[config.mk]
export PLATFORM = sky130hd
export DESIGN_NAME = matrix_mac_engine_flat
export DESIGN_NICKNAME = d
export VERILOG_FILES = /design/src/rtl/mmac_pkg.sv /design/src/rtl/matrix_mac_engine_if.sv /design/src/rtl/mmac_pe.sv /design/src/rtl/matrix_mac_engine.sv /design/src/flat_wrapper.sv
export SDC_FILE = /design/constraint.sdc
export NUM_CORES = 2
export LEC_CHECK = 0
export BUFFER_PORTS_ARGS = -buffer_cell sky130_fd_sc_hd__buf_4
export CAP_MARGIN = 20
export CORE_MARGIN = 10
export CORE_UTILIZATION = 50
export DETAILED_ROUTE_END_ITERATION = 7
export GPL_ROUTABILITY_DRIVEN = 0
export GPL_TIMING_DRIVEN = 0
export MAX_ROUTING_LAYER = met4
export PLACE_DENSITY = 0.77
export SLEW_MARGIN = 0
export SYNTH_ARGS = -nofsm -noshare
export SYNTH_HDL_FRONTEND = slang
export SYNTH_SLANG_ARGS = --single-unit
[constraint.sdc]
create_clock -name clk -period 29.4 [get_ports clk]
set_input_delay 7.35 -clock clk [delete_from_list [all_inputs] [get_ports clk]]
set_output_delay 7.35 -clock clk [all_outputs]
set_load 0.1 [all_outputs]
[src/rtl/mmac_pkg.sv]
// Shared types, defaults and the element packing helper for the matrix MAC engine.
package mmac_pkg;

  localparam int unsigned DefN  = 4;
  localparam int unsigned DefDw = 8;
  localparam int unsigned DefAw = 32;

  typedef enum logic [1:0] {
    StIdle,
    StCompute,
    StDone
  } mmac_state_e;

  // Flat index of element (i,j) in an n x n row-major packed matrix.
  function automatic int unsigned elem_idx(input int unsigned i, input int unsigned j,
                                           input int unsigned n);
    return i * n + j;
  endfunction

endpackage

[src/rtl/matrix_mac_engine_if.sv]
// Command/result bundle of the matrix MAC engine; the engine is the slave side.
import mmac_pkg::*;

interface matrix_mac_engine_if #(
  parameter int unsigned N  = DefN,
  parameter int unsigned DW = DefDw,
  parameter int unsigned AW = DefAw
);

  logic                  start;
  logic                  clear;
  logic [N*N*DW-1:0]     matrix_a;
  logic [N*N*DW-1:0]     matrix_b;
  logic                  ready;
  logic                  busy;
  logic                  done;
  logic [N*N*AW-1:0]     res;
  logic                  ovf;

  modport master (
    output start, clear, matrix_a, matrix_b,
    input  ready, busy, done, res, ovf
  );

  modport slave (
    input  start, clear, matrix_a, matrix_b,
    output ready, busy, done, res, ovf
  );

endinterface

[src/rtl/mmac_pe.sv]
// One multiply-accumulate cell. Wraps on overflow by default; clamps to all-ones when
// MMAC_SATURATE_EN is defined.
import mmac_pkg::*;

module mmac_pe #(
  parameter int unsigned DW = DefDw,
  parameter int unsigned AW = DefAw
) (
  input  logic          clk,
  input  logic          rst,
  input  logic          clr,
  input  logic          en,
  input  logic [DW-1:0] a,
  input  logic [DW-1:0] b,
  output logic [AW-1:0] acc,
  output logic          carry
);

  logic [2*DW-1:0] prod;
  logic [AW:0]     sum;
  logic [AW-1:0]   acc_q, acc_d;

  always_comb begin
    prod  = (2*DW)'(a) * (2*DW)'(b);
    sum   = {1'b0, acc_q} + {{(AW + 1 - 2*DW){1'b0}}, prod};
    carry = en & sum[AW];
    acc_d = acc_q;
    if (clr) begin
      acc_d = '0;
    end else if (en) begin
`ifdef MMAC_SATURATE_EN
      acc_d = sum[AW] ? '1 : sum[AW-1:0];
`else
      acc_d = sum[AW-1:0];
`endif
    end
  end

  always_ff @(posedge clk or posedge rst) begin
    if (rst) begin
      acc_q <= '0;
    end else begin
      acc_q <= acc_d;
    end
  end

  assign acc = acc_q;

endmodule

[src/rtl/matrix_mac_engine.sv]
// N x N matrix multiply-accumulate engine: one k step per COMPUTE cycle across all cells.
// Optional saturation of accumulators with MMAC_SATURATE_EN (see mmac_pe).
import mmac_pkg::*;

module matrix_mac_engine #(
  parameter int unsigned N  = DefN,
  parameter int unsigned DW = DefDw,
  parameter int unsigned AW = DefAw
) (
  input logic                clk,
  input logic                rst,
  matrix_mac_engine_if.slave bus
);

  localparam int unsigned KW = $clog2(N);
  localparam logic [KW-1:0] KLast = KW'(N - 1);

  mmac_state_e       state_q, state_d;
  logic [KW-1:0]     k_q;
  logic [N*N*DW-1:0] a_q, b_q;
  logic              ovf_q;
  logic              accept, clr_acc, compute_en;
  logic [N*N-1:0]    carry;

  assign accept     = (state_q == StIdle) & bus.start;
  assign clr_acc    = (state_q == StIdle) & bus.clear;
  assign compute_en = (state_q == StCompute);

  always_comb begin
    state_d = state_q;
    case (state_q)
      StIdle:    if (bus.start) state_d = StCompute;
      StCompute: if (k_q == KLast) state_d = StDone;
      StDone:    state_d = StIdle;
      default:   state_d = StIdle;
    endcase
  end

  always_ff @(posedge clk or posedge rst) begin
    if (rst) begin
      state_q <= StIdle;
      k_q     <= '0;
      a_q     <= '0;
      b_q     <= '0;
      ovf_q   <= 1'b0;
    end else begin
      state_q <= state_d;
      if (accept) begin
        a_q <= bus.matrix_a;
        b_q <= bus.matrix_b;
        k_q <= '0;
      end else if (compute_en) begin
        k_q <= (k_q == KLast) ? '0 : k_q + 1'b1;
      end
      if (clr_acc) begin
        ovf_q <= 1'b0;
      end else if (|carry) begin
        ovf_q <= 1'b1;
      end
    end
  end

  for (genvar gi = 0; gi < N; gi++) begin : g_row
    for (genvar gj = 0; gj < N; gj++) begin : g_col
      logic [DW-1:0] a_el, b_el;
      // Cell (i,j) consumes A(i,k) and B(k,j) for the current k.
      assign a_el = a_q[elem_idx(gi, 32'(k_q), N)*DW +: DW];
      assign b_el = b_q[elem_idx(32'(k_q), gj, N)*DW +: DW];

      mmac_pe #(
        .DW(DW),
        .AW(AW)
      ) u_pe (
        .clk  (clk),
        .rst  (rst),
        .clr  (clr_acc),
        .en   (compute_en),
        .a    (a_el),
        .b    (b_el),
        .acc  (bus.res[(gi*N+gj)*AW +: AW]),
        .carry(carry[gi*N+gj])
      );
    end
  end

  assign bus.ready = (state_q == StIdle);
  assign bus.busy  = (state_q == StCompute) | (state_q == StDone);
  assign bus.done  = (state_q == StDone);
  assign bus.ovf   = ovf_q;

endmodule

[src/flat_wrapper.sv]
// flat-port wrapper written by rule: the top's interface ports become plain ports
module matrix_mac_engine_flat 
#(
  parameter int unsigned N  = DefN,
  parameter int unsigned DW = DefDw,
  parameter int unsigned AW = DefAw
)
  (clk, rst, bus_start, bus_clear, bus_matrix_a, bus_matrix_b, bus_ready, bus_busy, bus_done, bus_res, bus_ovf);
  matrix_mac_engine_if #(.N(N), .DW(DW), .AW(AW)) bus_i ();
  input logic clk;
  input logic rst;
  input wire logic [$bits(bus_i.start)-1:0] bus_start;
  input wire logic [$bits(bus_i.clear)-1:0] bus_clear;
  input wire logic [$bits(bus_i.matrix_a)-1:0] bus_matrix_a;
  input wire logic [$bits(bus_i.matrix_b)-1:0] bus_matrix_b;
  output wire logic [$bits(bus_i.ready)-1:0] bus_ready;
  output wire logic [$bits(bus_i.busy)-1:0] bus_busy;
  output wire logic [$bits(bus_i.done)-1:0] bus_done;
  output wire logic [$bits(bus_i.res)-1:0] bus_res;
  output wire logic [$bits(bus_i.ovf)-1:0] bus_ovf;
  assign bus_i.start = bus_start;
  assign bus_i.clear = bus_clear;
  assign bus_i.matrix_a = bus_matrix_a;
  assign bus_i.matrix_b = bus_matrix_b;
  assign bus_ready = bus_i.ready;
  assign bus_busy = bus_i.busy;
  assign bus_done = bus_i.done;
  assign bus_res = bus_i.res;
  assign bus_ovf = bus_i.ovf;
  matrix_mac_engine #(.N(N), .DW(DW), .AW(AW)) u_core (.clk(clk), .rst(rst), .bus(bus_i));
endmodule
==> Flow_metrics.wiki <==
{| class="wikitable"
! Metric !! Value
|-
| Status || finished, violations left
|-
| Failing checks || DRC
|-
| Met3 layer wire length in the routed design || 46,800 um
|-
| Worst endpoint data arrival time || 10.83 ns
|-
| Reg-to-reg critical path startpoint || u_core.k_q[0]$_DFFE_PP0P_
|-
| Number of sinks driven by the clock tree || around 770
|-
| Buffering stage count on the worst path with inverters included || 7
|-
| Setup Buffers After CTS || 0
|-
| Routed via count divided by cell count || 5.90
|-
| Kind of critical path || reg -> reg
|-
| Highest signal layer in the routed design || met4
|-
| Leading cell type in the layout, fill and taps excluded || sky130_fd_sc_hd__inv_1
|-
| Total number of nets in the final design || approximately 11,000
|-
| Clock tree from TritonCTS || built
|-
| Total die area || ~170,000 um^2
|-
| Max FO, Critical Path || 10
|-
| Top flip-flop cell by instance count after synthesis || sky130_fd_sc_hd__dfrtp_1
|-
| Setup repair after global routing missed its margin || no
|-
| Total vias in the final route || 67,305
|-
| Worst reg2reg endpoint || u_core.bus.ovf$_DFFE_PP0P_
|-
| Post-CTS clock slew at the launch and capture registers of the worst setup and hold paths || approximately 0.08 ns
|-
| Highest-count cells in the layout ignoring fill and taps || sky130_fd_sc_hd__inv_1, sky130_fd_sc_hd__nor2_1, sky130_fd_sc_hd__fa_1, sky130_fd_sc_hd__buf_4, sky130_fd_sc_hd__dfrtp_1
|-
| Pre-CTS setup slack || 18.81 ns
|-
| DRT Pass-1 Iters || 8
|-
| TritonCTS buffer count || 95
|-
| Number of design-rule violations left by the first detailed-router iteration || 8,038
|-
| Number of flops mapped to enable cells by yosys || 0
|-
| Ys Warns || 0
|-
| Slew headroom || 0.0736
|-
| Type of element capturing the critical path || flip-flop
|-
| Number of max-capacitance violations reported || 0
|-
| Hold Crit Depth || 1
|-
| CP most frequent cell || sky130_fd_sc_hd__fa_1
|-
| Core area || 150,000 um^2
|-
| H-Tree Level Count || 3
|-
| Most area-hungry cell type in the Yosys netlist || sky130_fd_sc_hd__dfrtp_1
|-
| Global router's overall resource usage || 0.386
|-
| Final setup vio count || 0
|-
| Final clock period utilization by the worst path || 0.347
|-
| Hold EP || u_core.b_q[43]$_DFFE_PP0P_
|-
| Number of design rule violations left after detail routing || 80
|-
| Effective utilization at floorplan || 0.504
|-
| Syn-to-layout area delta || 17.4%
|-
| Setup slack of the critical path after layout || between 15 and 20 ns
|-
| CTS root buffer || sky130_fd_sc_hd__clkbuf_16
|-
| Worst min-delay path class || reg -> reg
|-
| Clock Path Buffers || 3
|-
| Chip Width || slightly above 400 um
|-
| Worst setup SP type || flip-flop
|-
| Number of unique standard cell types used by synthesis || 88
|-
| Synth Area per Inst || 9.10 um^2
|-
| ANT nets after route || 0
|-
| Worst-case register-to-register setup slack || a little under 20 ns
|-
| Antenna violations before repair || 16
|-
| Required time worst endpoint || approximately 30 ns
|-
| Pin slew with the least headroom to its limit || around 1.4 ns
|-
| IO Count || 776
|-
| Net count after synthesis || 10,046
|-
| Cell depth of the worst flop-to-flop path || 25
|-
| Cell family contributing the most delay on the critical path || buffers and inverters
|-
| Hold Violations, Final || 0
|-
| Share of async-settable or async-resettable flops after synthesis || 1.00
|-
| Worst setup skew after layout || about 0.063 ns
|-
| Count of hold-fix buffers inserted at cts || 0
|-
| Top post-synthesis cells by area || sky130_fd_sc_hd__dfrtp_1, sky130_fd_sc_hd__fa_1, sky130_fd_sc_hd__ha_1, sky130_fd_sc_hd__inv_1, sky130_fd_sc_hd__nor2_1
|-
| First-pass GRT wire length || 460,000 um
|-
| Cell count after synthesis || 8,326
|-
| Mean routed wirelength per cell || between 20 and 30 um
|-
| Vertical extent of the die || 409 um
|-
| Sequential area share after synthesis || 0.255
|-
| Timing-limited maximum frequency || 0.0981 GHz
|-
| Netlist area before placement || ~76,000 um^2
|-
| Rows || 142
|-
| Count of buffers inserted at the top-level ports || between 700 and 800
|-
| Hold Crit Start || u_core.b_q[43]$_DFFE_PP0P_
|-
| Time the final worst path needs with I/O delays and setup || 10.19 ns
|-
| Pin count of the biggest net entering global routing || 126
|-
| Library cell contributing the largest single delay on the critical path || sky130_fd_sc_hd__clkbuf_1
|-
| Routed length on met1 || 110,000 um
|-
| Fraction of final layout cells sized beyond drive strength 1 || 0.153
|-
| Quantity of gates resized following cts || 0
|-
| Overflow after GRT || 0
|-
| Detailed Place HPWL || 255,000 um
|-
| Met2 layer wire length in the routed design || approximately 130,000 um
|-
| Proportion of netlist area held by the largest area contributor || 0.255
|-
| Max-slew violations || 0
|-
| Total wire length after detailed routing || 323,000 um
|-
| Crit-path max cell delay || 0.96 ns
|-
| Register bit count reported by yosys || 773
|-
| Via count of the first global-routing pass || 67,987
|-
| Source-to-sink clock delay at the later pin of the worst-skew pair || around 0.80 ns
|}
## stage by stage
stage	util	TNS, ns	hold WS, ns	instance area (um^2)	std cells
global route	0.591	0	0.513	88900	11390
floorplan	-	0	0.474	75800	8326
global placement	0.560	-7195.99	0.481	84100	11117
detailed placement	0.567	0	0.491	85200	11176
CTS	0.589	0	0.505	88600	11355
finish	0.592	0	0.504	88900	11406
## worst max-delay path by stage
stage | start | to | slack [ns] | depth (start not counted)
final | u_core.k_q[0]$_DFFE_PP0P_ | u_core.bus.ovf$_DFFE_PP0P_ | 19.21 | 25
after CTS | bus_clear | u_core.g_row[2].g_col[1].u_pe.acc[23]$_DFFE_PP0P_ | 19.56 | 8
after detailed placement | bus_clear | u_core.g_row[2].g_col[1].u_pe.acc[23]$_DFFE_PP0P_ | 18.81 | 8
after global placement | rst | u_core.b_q[9]$_DFFE_PP0P_ | -9.61 | 2
after global routing | u_core.k_q[0]$_DFFE_PP0P_ | u_core.bus.ovf$_DFFE_PP0P_ | 19.37 | 25
after floorplan | rst | u_core.a_q[0]$_DFFE_PP0P_ | 0.35 | 1
## synthesized netlist by cell type, drive strengths merged, types with 4 or more instances
library cell	number
a311o	4
o31ai	11
nand4b	5
a31oi	24
buf	52
clkbuf	296
and3	52
a41o	4
nand3	128
o22ai	13
and4	20
nand2	730
a211o	8
fa	800
a2111oi	7
a21oi	242
o21bai	26
nor3	79
mux2i	222
nor3b	8
o31a	4
nor4	15
xor2	178
or3	42
nor2	1134
o211ai	19
or2	12
nand4	78
mux4	10
mux2	310
dfrtp	773
ha	660
o2111ai	5
o21ai	201
xnor2	198
nand3b	6
a211oi	51
nor2b	24
inv	1582
nand2b	24
a22oi	4
a21o	69
and2	73
o311ai	7
o21a	73
## final cells by class
type | instances | area, um^2
timing repair buffer | 855 | 7100
inverter | 1583 | 5950
fill | 12644 | 61400
buffer | 348 | 1370
sequential | 773 | 19300
tap | 2016 | 2520
clock buffer | 119 | 2560
multi-input combinational | 5622 | 49200
clock inverter | 60 | 867
antenna | 30 | 75.1
## registers in the layout, indices dropped and copies added, names as in the netlist
signal / flops
u_core.a_q: 128
u_core.k_q: 2
u_core.bus.ovf: 1
u_core.g_row.g_col.u_pe.acc: 512
u_core.b_q: 128
u_core.state_q: 2
## metal layers
| metal | GRT usage | vias up |
|---|---|---|
| li1 | - | 28148 |
| met1 | 0.426 | 33010 |
| met2 | 0.531 | 4627 |
| met3 | 0.177 | 1520 |
| met4 | 0.314 | 0 |
| met5 | - | - |
## cells by family (layout without fill, tap and decap cells)
logic type | after synthesis | in the layout | synth area share
AOI/OAI and AO/OA | 808 | 808 | 0.0682
xor gates and xnor gates | 376 | 376 | 0.0435
adders and majority gates | 1460 | 1460 | 0.320
buffers and inverters | 1931 | 2965 | 0.0961
DFF | 773 | 773 | 0.255
muxes | 542 | 542 | 0.0784
other | 0 | 30 | 0
and+or+nand+nor | 2436 | 2436 | 0.138
Power is left out: the tool's default activity adds up to more than one toggle a clock period on the data nets, which glitch-free logic cannot reach.
